`config.mk`:
```
export PLATFORM = sky130hd
export DESIGN_NAME = ib_uart_tx
export DESIGN_NICKNAME = d
export VERILOG_FILES = /design/src/rtl/ib_uart_tx.sv
export SDC_FILE = /design/constraint.sdc
export NUM_CORES = 1
export LEC_CHECK = 0
export ABC_AREA = 1
export BUFFER_PORTS_ARGS = -buffer_cell sky130_fd_sc_hd__buf_4
export CAP_MARGIN = 15
export CORE_ASPECT_RATIO = 1.1
export CORE_MARGIN = 5
export CORE_UTILIZATION = 35
export CTS_BUF_LIST = sky130_fd_sc_hd__clkbuf_16
export CTS_CLUSTER_SIZE = 25
export DETAILED_ROUTE_END_ITERATION = 10
export GPL_TIMING_DRIVEN = 0
export SETUP_SLACK_MARGIN = 0.05
export SLEW_MARGIN = 20
export SYNTH_ARGS = -nofsm -noshare
export SYNTH_HDL_FRONTEND = slang
export SYNTH_SLANG_ARGS = --single-unit
```
`constraint.sdc`:
```
create_clock -name clk -period 2.25 [get_ports clk]
set_input_delay 0.3375 -clock clk [delete_from_list [all_inputs] [get_ports clk]]
set_output_delay 0.3375 -clock clk [all_outputs]
set_load 0.01 [all_outputs]
```
`src/rtl/ib_uart_tx.sv`:
```
// IB meter byte to UART bridge: 4-phase handshake into a small FIFO,
// drained by an 8N1 serializer clocked at CLK_DIV system clocks per bit.
module ib_uart_tx #(
    parameter int CLK_DIV    = 833,
    parameter int FIFO_DEPTH = 4
) (
    input  logic                          clk,
    input  logic                          rst,
    input  logic [7:0]                    rx_data,
    input  logic                          rx_data_available,
    output logic                          tx_ack,
    output logic                          uart_txd,
    output logic [$clog2(FIFO_DEPTH):0]   fifo_count,
    output logic                          busy
);
    localparam int DATA_W = 8;
    localparam int PTR_W  = $clog2(FIFO_DEPTH);
    localparam int CNT_W  = $clog2(CLK_DIV);
    localparam logic [PTR_W:0]   FULL_COUNT = (PTR_W + 1)'(FIFO_DEPTH);
    localparam logic [CNT_W-1:0] BAUD_LAST  = CNT_W'(CLK_DIV - 1);

    typedef enum logic {H_IDLE, H_ACK} hs_state_t;
    typedef enum logic [1:0] {S_IDLE, S_START, S_DATA, S_STOP} ser_state_t;

    logic                avail_meta;
    logic                avail_s;
    hs_state_t           hs_state;
    ser_state_t          ser_state;
    logic [DATA_W-1:0]   mem [FIFO_DEPTH];
    logic [PTR_W-1:0]    wr_ptr;
    logic [PTR_W-1:0]    rd_ptr;
    logic [DATA_W-1:0]   shift;
    logic [2:0]          bit_idx;
    logic [CNT_W-1:0]    baud_cnt;
    logic                fifo_full;
    logic                fifo_empty;
    logic                wr_en;
    logic                rd_en;
    logic                bit_end;

    assign fifo_full  = (fifo_count == FULL_COUNT);
    assign fifo_empty = (fifo_count == '0);
    assign wr_en      = (hs_state == H_IDLE) && avail_s && !fifo_full;
    assign rd_en      = (ser_state == S_IDLE) && !fifo_empty;
    assign bit_end    = (baud_cnt == BAUD_LAST);
    assign busy       = (ser_state != S_IDLE) || !fifo_empty;

    // rx_data_available comes from the meter's clock domain
    always_ff @(posedge clk) begin
        if (rst) begin
            avail_meta <= 1'b0;
            avail_s    <= 1'b0;
        end else begin
            avail_meta <= rx_data_available;
            avail_s    <= avail_meta;
        end
    end

    // One write per avail_s assertion: H_ACK blocks further writes until release
    always_ff @(posedge clk) begin
        if (rst) begin
            hs_state <= H_IDLE;
            tx_ack   <= 1'b0;
        end else begin
            case (hs_state)
                H_IDLE: begin
                    if (wr_en) begin
                        tx_ack   <= 1'b1;
                        hs_state <= H_ACK;
                    end
                end
                H_ACK: begin
                    if (!avail_s) begin
                        tx_ack   <= 1'b0;
                        hs_state <= H_IDLE;
                    end
                end
                default: hs_state <= H_IDLE;
            endcase
        end
    end

    always_ff @(posedge clk) begin
        if (wr_en) begin
            mem[wr_ptr] <= rx_data;
        end
    end

    always_ff @(posedge clk) begin
        if (rst) begin
            wr_ptr     <= '0;
            rd_ptr     <= '0;
            fifo_count <= '0;
        end else begin
            if (wr_en) begin
                wr_ptr <= wr_ptr + 1'b1;
            end
            if (rd_en) begin
                rd_ptr <= rd_ptr + 1'b1;
            end
            case ({wr_en, rd_en})
                2'b10:   fifo_count <= fifo_count + 1'b1;
                2'b01:   fifo_count <= fifo_count - 1'b1;
                default: fifo_count <= fifo_count;
            endcase
        end
    end

    // Shift register drops the sent LSB each bit, so shift[0] is always the next bit
    always_ff @(posedge clk) begin
        if (rst) begin
            ser_state <= S_IDLE;
            uart_txd  <= 1'b1;
            bit_idx   <= '0;
            baud_cnt  <= '0;
        end else begin
            case (ser_state)
                S_IDLE: begin
                    if (rd_en) begin
                        shift     <= mem[rd_ptr];
                        uart_txd  <= 1'b0;
                        baud_cnt  <= '0;
                        ser_state <= S_START;
                    end
                end
                S_START: begin
                    if (bit_end) begin
                        baud_cnt  <= '0;
                        uart_txd  <= shift[0];
                        shift     <= {1'b0, shift[DATA_W-1:1]};
                        bit_idx   <= '0;
                        ser_state <= S_DATA;
                    end else begin
                        baud_cnt <= baud_cnt + 1'b1;
                    end
                end
                S_DATA: begin
                    if (bit_end) begin
                        baud_cnt <= '0;
                        if (bit_idx == 3'd7) begin
                            uart_txd  <= 1'b1;
                            ser_state <= S_STOP;
                        end else begin
                            uart_txd <= shift[0];
                            shift    <= {1'b0, shift[DATA_W-1:1]};
                            bit_idx  <= bit_idx + 1'b1;
                        end
                    end else begin
                        baud_cnt <= baud_cnt + 1'b1;
                    end
                end
                S_STOP: begin
                    if (bit_end) begin
                        baud_cnt  <= '0;
                        ser_state <= S_IDLE;
                    end else begin
                        baud_cnt <= baud_cnt + 1'b1;
                    end
                end
                default: ser_state <= S_IDLE;
            endcase
        end
    end
endmodule

```
* After elaboration in Yosys (flattened, before gate mapping)
Memory sizes are Yosys's and may differ from the RTL's. A register that Yosys moved wholly into a read port is not among the register bits.
Index checks and enable logic that the tools add are counted.
** Cells by class
- Bitwise operators :: 2
- $add $sub $neg :: 6
- Muxes and demuxes :: 33
- Equality and inequality tests :: 16
- Reduce and logical (&&, ||, !) cells :: 18
** Operators by type and width (number)
- $mux 8 :: 4
- $pmux 8 s3 :: 1
- $mux 10 :: 2
- $pmux 10 s2 :: 1
- $ne 2x2->1 const B :: 8
- $mux 2 :: 7
- $pmux 3 s2 :: 2
- $add 10x1->10 const B :: 1
- $eq 10x10->1 const B :: 1
- $mux 1 :: 9
- $mux 3 :: 3
- $pmux 2 s4 :: 1
- $reduce_and 4->1 :: 2
- $add 3x1->3 const B :: 2
- $eq 2x2->1 const B :: 3
- $eq 3x3->1 const B :: 2
- $reduce_and 6->1 :: 1
- $reduce_bool 2->1 :: 3
- $reduce_and 5->1 :: 1
- $add 2x1->2 const B :: 2
- $eq 2x1->1 const B :: 2
- $pmux 1 s2 :: 2
- $logic_and 1x1->1 :: 3
- $logic_not 3->1 :: 1
- other kinds (9) :: 11
** Word-level totals
- Flip-flop bits (word level) :: 35
- Memory bits (writable) :: 32
- Input bits :: 11
- Memories kept :: 1
- Output and inout port bits :: 6
** Memories
- mem :: words 4, width 8, rd ports 1, clocked after memory_dff 1, wr ports 1, RTL line 29 : logic [DATA_W-1:0] mem [FIFO_DEPTH];

* Longest topological paths before layout
Gate-level depths: netlist of run 1.
- Depth after elaboration :: 5
- Depth in mapped cells :: 11
- Depth with buffers taken out :: 11

* Least setup slack after synthesis of run 1
Ideal clock, no wire load.
- Kind :: reg-to-reg
- From :: register fifo_count[0]
- To :: register fifo_count[2]
- Arrival :: 1745 ps
- Required time :: 2128 ps
- Stages on the path, launching flop included :: 11
- Setup slack :: 383 ps
- Buffers on the path :: 0
- Path through :: dfxtp_1 -> nor2_1 -> nand2_1 -> nand2_1 -> ha_1 -> inv_1 -> fa_1 -> a21oi_1 -> o21ai_0 -> o21ai_0 -> a21oi_1
** Between the ends
- Word-level cells in the longest chain between the ends :: 5
- Elaborated cells between the ends (all ways) :: 12
** Ends and longest elaborated chain
- from (decl) :: RTL line 13 : output logic [$clog2(FIFO_DEPTH):0] fifo_count,
- from (signal assigned) :: RTL line 102 : 2'b10: fifo_count <= fifo_count + 1'b1;
- from (signal assigned) :: RTL line 103 : 2'b01: fifo_count <= fifo_count - 1'b1;
- from (signal assigned) :: RTL line 104 : default: fifo_count <= fifo_count;
- $eq 3x3->1 / $logic_not 3->1 (equally long branches) :: RTL line 41, 42
- $logic_not 1->1, on equally long branches :: RTL line 43, 44
- $logic_and 1x1->1, on equally long branches :: RTL line 43, 44
- $eq 2x1->1 / $eq 2x2->1 (equally long branches) :: RTL line 101 : case ({wr_en, rd_en})
- $pmux 3 s2 / $reduce_bool 2->1 (equally long branches)
Several ways; a longest one is shown, not always the timed one.
A chain may end at the register's enable or synchronous reset.

* Worst setup path after layout of run 1
- From :: register ser_state[0]
- To :: register fifo_count[2]
** Between the ends
- Word-level cells in the longest chain between the ends :: 4
- Elaborated cells between the ends (all ways) :: 6
** Ends and longest elaborated chain
- from (decl) :: RTL line 28 : ser_state_t ser_state;
- from (signal assigned) :: RTL line 112 : ser_state <= S_IDLE;
- from (signal assigned) :: RTL line 123 : ser_state <= S_START;
- from (signal assigned) :: RTL line 132 : ser_state <= S_DATA;
- $logic_not 2->1 * :: RTL line 44 : assign rd_en = (ser_state == S_IDLE) && !fifo_empty;
- $logic_and 1x1->1 * :: RTL line 44
- via rd_en :: RTL line 38 : logic rd_en;
- $eq 2x1->1 / $eq 2x2->1 (equally long branches) :: RTL line 101
- $pmux 3 s2 / $reduce_bool 2->1 (equally long branches)
Mark *: on every way through the listed nets, which the timed path passes. The rest lies on a longest branch.

==> flow_metrics.py, run 1 <==
metrics = {
    "timing": {
        "max_slew.worst_pin.slew_ns": 0.813,
        "setup_total_negative_slack_ns": 0,
        "finalSetupViolCount": 0,
        "fin_skew_ns": 0.00431,
        "period_needed_ns": 2.03,
        "final-max-slew-violation-count": 0,
        "max-slew-margin-rel": 0.456,
        "hold_violations": 0,
        "post-route-period-util": 0.903,
        "grt_setup_unrepaired": "no",
        "max_freq_ghz": 0.492,
        "finalHoldWorstSlack_ns": 0.210,
    },
    "power_and_ir_drop": {
        "irDropWorstVdd_uv": 415,
        "p_leak_uw": 0.00139,
        "power-per-cell-area_nw_per_um2": 1170,
    },
    "global_routing": {
        "wire_length_of_the_first_global_routing_pass_um": 10300,
        "antenna_found_initial": 0,
        "globalRouteOverflowTotal": 0,
        "grt_start_max_net_pins": 12,
        "gr-usage-all-layers": 0.124,
        "via_count_of_the_first_global_routing_pass": 2218,
    },
    "clocking": {
        "number_of_buffers_inserted_during_clock_tree_synthesis": 9,
        "clk_transition_reported_paths_ns": 0.06,
        "cts.repair_timing.setup_buffer_count": 0,
        "tritoncts_clock_tree": "yes",
        "cell_at_the_root_of_the_clock_tree": "clkbuf_16",
        "cts_hold_buffers": 0,
        "clock_latency_ns": 0.33,
        "cts-htree-levels": 3,
        "clock_sinks": 69,
        "cts.repair.resized": 1,
        "ctsLongestPathBuffers": 2,
    },
    "yosys": {
        "syn_area_um2": 3110,
        "synth_top_area_frac": 0.386,
        "synthMostInstantiatedCell": "nor2_1",
        "syn_nets": 346,
        "synth_seq_area_share": 0.572,
        "synth_common_cells": "nor2_1, edfxtp_1, nand2_1",
        "number_of_synthesized_flops_with_an_enable_pin": 40,
        "post_synth_num_cell_types": 32,
        "synthCells": 321,
        "synthTopCellsByArea": "edfxtp_1, dfxtp_1, nor2_1, ha_1, nand2_1",
        "asyncSetResetFlopFracSynth": 0,
        "postSynthRegisterBits": 69,
        "avgSynthCellArea_um2": 9.70,
        "library_cell_occupying_the_most_area_in_the_post_synthesis_netlist": "edfxtp_1",
        "dominantRegCellSynth": "edfxtp_1",
        "yosysWarnings": 0,
    },
    "cells_and_area": {
        "antenna_cell_count": 0,
        "num-nets-final": 373,
        "layout-area-overhead-vs-synth_pct": 18.5,
        "layout-drive-gt1-share": 0.188,
        "final_area_um2": 3690,
        "fill_cells": 877,
    },
    "setup_path": {
        "worst_setup_path_start_kind": "flip-flop",
        "critical_path_class": "flip-flop to flip-flop",
        "end_kind": "flip-flop",
        "timing.critical_path.required_ns": 2.46,
        "critical_path_peak_fanout": 5,
        "timing.critical_path.arrival_ns": 2.24,
    },
    "placed_design": {
        "port_buffer_count": 16,
        "post_dp_cell_area_um2": 3380,
        "gp_congestion": 0.789,
        "hpwl_um": 4230,
    },
    "routing": {
        "routed_wl_um": 6060,
        "vias_per_cell": 4.64,
        "total_drc_errors_in_the_routed_layout": 0,
        "detailedRoute.firstPassIterationCount": 4,
        "antenna_violating_nets_post_route": 0,
        "drt_iter0_drc": 112,
        "routed_wire_length_per_instance_um": 13.0,
        "dr_total_vias": 2162,
    },
    "floorplanning": {
        "fp.dieW_um": 99.9,
        "effective_utilization_at_floorplan": 0.355,
        "design.die.area_um2": 10900,
        "core_region_area_um2": 8780,
        "floorplan.io_pins": 17,
        "fp-row-count": 36,
        "die_y_um": 109,
    },
    "job": {
        "drv.max_cap_violation_count": 0,
    },
    "hold_path": {
        "worstHoldPathType": "input port to flip-flop",
    },
    "outcome": {
        "result_of_the_run": "complete, no violations",
    },
}
==> per-stage QoR <==
step           worst slack (ns)  std cells   util  power (uW)
6_report                  0.219        466  0.420        4300
5_1_grt                  0.0511        466  0.420        4590
4_1_cts                   0.178        466  0.420        4360
3_5_place_dp             0.0599        451  0.384        2880
3_3_place_gp             0.0585        451  0.384        2850
2_1_floorplan             0.383        321      -        2510
==> final timing paths <==
| path | startpoint | endpoint | slack [ns] | cells past startpoint |
|---|---|---|---|---|
| setup reg to reg | ser_state[0] | fifo_count[2] | 0.22 | 11 |
| setup / recovery | ser_state[0] | fifo_count[2] | 0.22 | 11 |
| hold / removal | rx_data[3] | mem[0][3] | 0.21 | 1 |
| hold reg to reg | avail_meta | avail_s | 0.41 | 2 |
==> where the power goes <==
| part | switching (uW) | total, uW | internal (uW) |
|---|---|---|---|
| registers | 82.1 | 1630 | 1550 |
| logic | 801 | 1220 | 418 |
| clock network | 501 | 1450 | 953 |
| total | 1380 | 4300 | 2920 |
==> kinds of logic after synthesis <==
kind of cell / Yosys count / synth area share
AND/OR/NAND/NOR: 127 / 0.186
flip-flops: 69 / 0.572
XOR/XNOR: 2 / 0.00563
AO/OA/AOI/OAI: 65 / 0.123
adder cells (fa/ha/maj): 14 / 0.0587
buffers and inverters: 44 / 0.0550
==> cell type report <==
type	instances	area, um2	share of cell area
repair buffers	16	120	0.0326
clock inverters	6	80.1	0.0217
clock buffers	9	225	0.0610
plain buffers	8	36.3	0.00983
multi-input cells	208	1170	0.317
flip-flops and latches	69	1780	0.483
inverters	36	135	0.0366
well taps	114	143	0.0387
==> registers in the layout (all words and copies together) (netlist names), named ones only <==
signal,flops
ser_state,2
baud_cnt,10
tx_ack,1
hs_state,1
rd_ptr,2
wr_ptr,2
mem,32
avail_meta,1
avail_s,1
uart_txd,1
shift,8
bit_idx,3
fifo_count,3
==> critical path, cell delays in order (launching register included) <==
cell,delay [ns]
dfxtp_1,0.33
inv_1,0.09
ha_2,0.23
nand2_1,0.06
inv_1,0.13
ha_1,0.16
inv_1,0.06
fa_1,0.38
a21oi_1,0.14
o21ai_0,0.12
o21ai_0,0.16
a21oi_1,0.05
==> cell usage in the layout (no fill, tap or decap), types with 12 or more instances in the layout <==
master    synthesis  routed
o21ai_0          27      27
ha_1             13      12
buf_4             0      16
nor2_1           59      58
dfxtp_1          29      29
nand2_1          39      38
inv_1            30      31
edfxtp_1         40      40
a21oi_1          22      22
==> routing by layer <==
layer  global-route usage  vias to the layer above  routed length (um)
li1                     -                     1123                   -
met1                0.145                     1004                2670
met2                0.199                       31                3080
met3               0.0416                        4                 229
met4               0.0722                        0                  78
met5                    0                        -                   0
Note: power is estimated with default switching activity, not from simulation.
==> run 2: changes to the inputs <==
--- a/config.mk
+++ b/config.mk
@@ -11,7 +11,6 @@
 export CORE_ASPECT_RATIO = 1.1
 export CORE_MARGIN = 5
 export CORE_UTILIZATION = 35
-export CTS_BUF_LIST = sky130_fd_sc_hd__clkbuf_16
 export CTS_CLUSTER_SIZE = 25
 export DETAILED_ROUTE_END_ITERATION = 10
 export GPL_TIMING_DRIVEN = 0
==> flow_metrics.py, run 2 (same netlist as run 1, synthesis figures left out) <==
metrics = {
    "setup_path": {
        "end_kind": "flip-flop",
        "largest_stage_delay_on_the_critical_path_ns": 0.38,
        "critical_path_class": "flip-flop to flip-flop",
        "worst_setup_path_start_kind": "flip-flop",
        "critPathMostFrequentCell": "inv_1",
        "crit_family": "adder cells",
        "critical-path-slowest-cell": "fa_1",
        "critical_path_peak_fanout": 5,
        "timing.critical_path.arrival_ns": 2.26,
        "cp_cell_sequence": "inv_1, ha_2, nand2_1, inv_1, ha_1, inv_1, fa_1, a21oi_1, o21ai_0, o21ai_0, a21oi_1",
        "timing.critical_path.required_ns": 2.47,
        "critical_path.n_buffers_inverters": 3,
    },
    "routing": {
        "dr_wl_met2_um": 2980,
        "vias_per_cell": 4.61,
        "drt_iter0_drc": 89,
        "dr_total_vias": 2149,
        "wl_met1_um": 2760,
        "total_drc_errors_in_the_routed_layout": 0,
        "routed_wire_length_per_instance_um": 12.9,
        "routed_wl_um": 6000,
        "highest_routed_metal_layer": "met4",
        "detailedRoute.firstPassIterationCount": 4,
        "antenna_violating_nets_post_route": 0,
        "met3WireLength_um": 141,
    },
    "floorplanning": {
        "floorplan.io_pins": 17,
        "fp.dieW_um": 99.9,
        "die_y_um": 109,
        "design.die.area_um2": 10900,
        "core_region_area_um2": 8780,
        "effective_utilization_at_floorplan": 0.355,
        "fp-row-count": 36,
    },
    "power_and_ir_drop": {
        "p_total_uw": 3910,
        "power-per-cell-area_nw_per_um2": 1090,
        "p_leak_uw": 0.00134,
        "irDropWorstVdd_uv": 429,
    },
    "placed_design": {
        "placed_cells": 451,
        "gp_congestion": 0.789,
        "post_dp_cell_area_um2": 3380,
        "port_buffer_count": 16,
        "hpwl_um": 4230,
    },
    "timing": {
        "max_slew.worst_pin.slew_ns": 0.805,
        "grt_setup_unrepaired": "no",
        "setup_total_negative_slack_ns": 0,
        "max_freq_ghz": 0.490,
        "final-max-slew-violation-count": 0,
        "period_needed_ns": 2.04,
        "post-route-period-util": 0.907,
        "fin_skew_ns": 0.00843,
        "max-slew-margin-rel": 0.461,
        "hold_violations": 0,
        "finalHoldWorstSlack_ns": 0.198,
        "finalSetupViolCount": 0,
    },
    "clocking": {
        "clk_transition_reported_paths_ns": 0.07,
        "cts.repair_timing.setup_buffer_count": 0,
        "cts.repair.resized": 0,
        "cts_hold_buffers": 0,
        "cts-htree-levels": 3,
        "tritoncts_clock_tree": "yes",
        "number_of_buffers_inserted_during_clock_tree_synthesis": 9,
        "clock_latency_ns": 0.34,
        "ctsLongestPathBuffers": 2,
        "clock_sinks": 69,
        "cell_at_the_root_of_the_clock_tree": "clkbuf_8",
    },
    "global_routing": {
        "antenna_found_initial": 0,
        "gr-usage-all-layers": 0.120,
        "via_count_of_the_first_global_routing_pass": 2206,
        "wire_length_of_the_first_global_routing_pass_um": 10100,
        "globalRouteOverflowTotal": 0,
        "grt_start_max_net_pins": 12,
    },
    "job": {
        "drv.max_cap_violation_count": 0,
    },
    "cells_and_area": {
        "fill_cells": 900,
        "final_cell_mix": "nor2_1, edfxtp_1, nand2_1, inv_1, dfxtp_1",
        "antenna_cell_count": 0,
        "layout-drive-gt1-share": 0.188,
        "layout-area-overhead-vs-synth_pct": 15.2,
        "largest_register_by_flop_count": "mem",
        "final_common_cell": "nor2_1",
        "largest_register_ff_count": 32,
        "reg_top3": "mem (32), baud_cnt (10), shift (8)",
        "final_area_um2": 3590,
        "finish.cell_count_without_fillers": 466,
        "num-nets-final": 373,
    },
    "outcome": {
        "result_of_the_run": "complete, no violations",
    },
    "hold_path": {
        "worstHoldPathType": "input port to flip-flop",
    },
}
run 2: per-stage QoR:
step / util / setup WS [ns]
2_1_floorplan: - / 0.383
6_report: 0.409 / 0.210
5_1_grt: 0.409 / 0.0541
3_5_place_dp: 0.384 / 0.0599
4_1_cts: 0.408 / 0.0546
3_3_place_gp: 0.384 / 0.0585
run 2: area by class of cell:
cell class,count,area (um2),share of cell area
multi-input combinational,208,1170,0.326
buffer,8,36.3,0.0101
timing repair buffer,16,120,0.0335
clock buffer,10,128,0.0356
sequential,69,1780,0.497
inverter,36,135,0.0377
clock inverter,5,76.3,0.0213
tap,114,143,0.0397
run 2: report_power, final:
group	internal, uW	switching, uW
clock	613	452
combinational	419	804
sequential	1540	82.0
run 2: worst reg2reg max path, delay by kind of cell (launching register included):
family	cells	cell delay, ns
adder cells (fa/ha/maj)	3	0.78
AO/OA/AOI/OAI	4	0.47
flip-flops	1	0.34
buffers and inverters	3	0.29
AND/OR/NAND/NOR	1	0.06
run 2: final timing paths:
| check | cells past startpoint | endpoint | startpoint | slack (ns) |
|---|---|---|---|---|
| max | 11 | fifo_count[2] | ser_state[0] | 0.21 |
| min | 1 | mem[2][6] | rx_data[6] | 0.20 |
| max reg2reg | 11 | fifo_count[2] | ser_state[0] | 0.21 |
| min reg2reg | 2 | avail_s | avail_meta | 0.41 |
run 2: layer usage:
metal | up-vias | track usage
li1 | 1119 | -
met1 | 1002 | 0.142
met2 | 21 | 0.196
met3 | 7 | 0.0358
met4 | 0 | 0.0663
met5 | - | 0
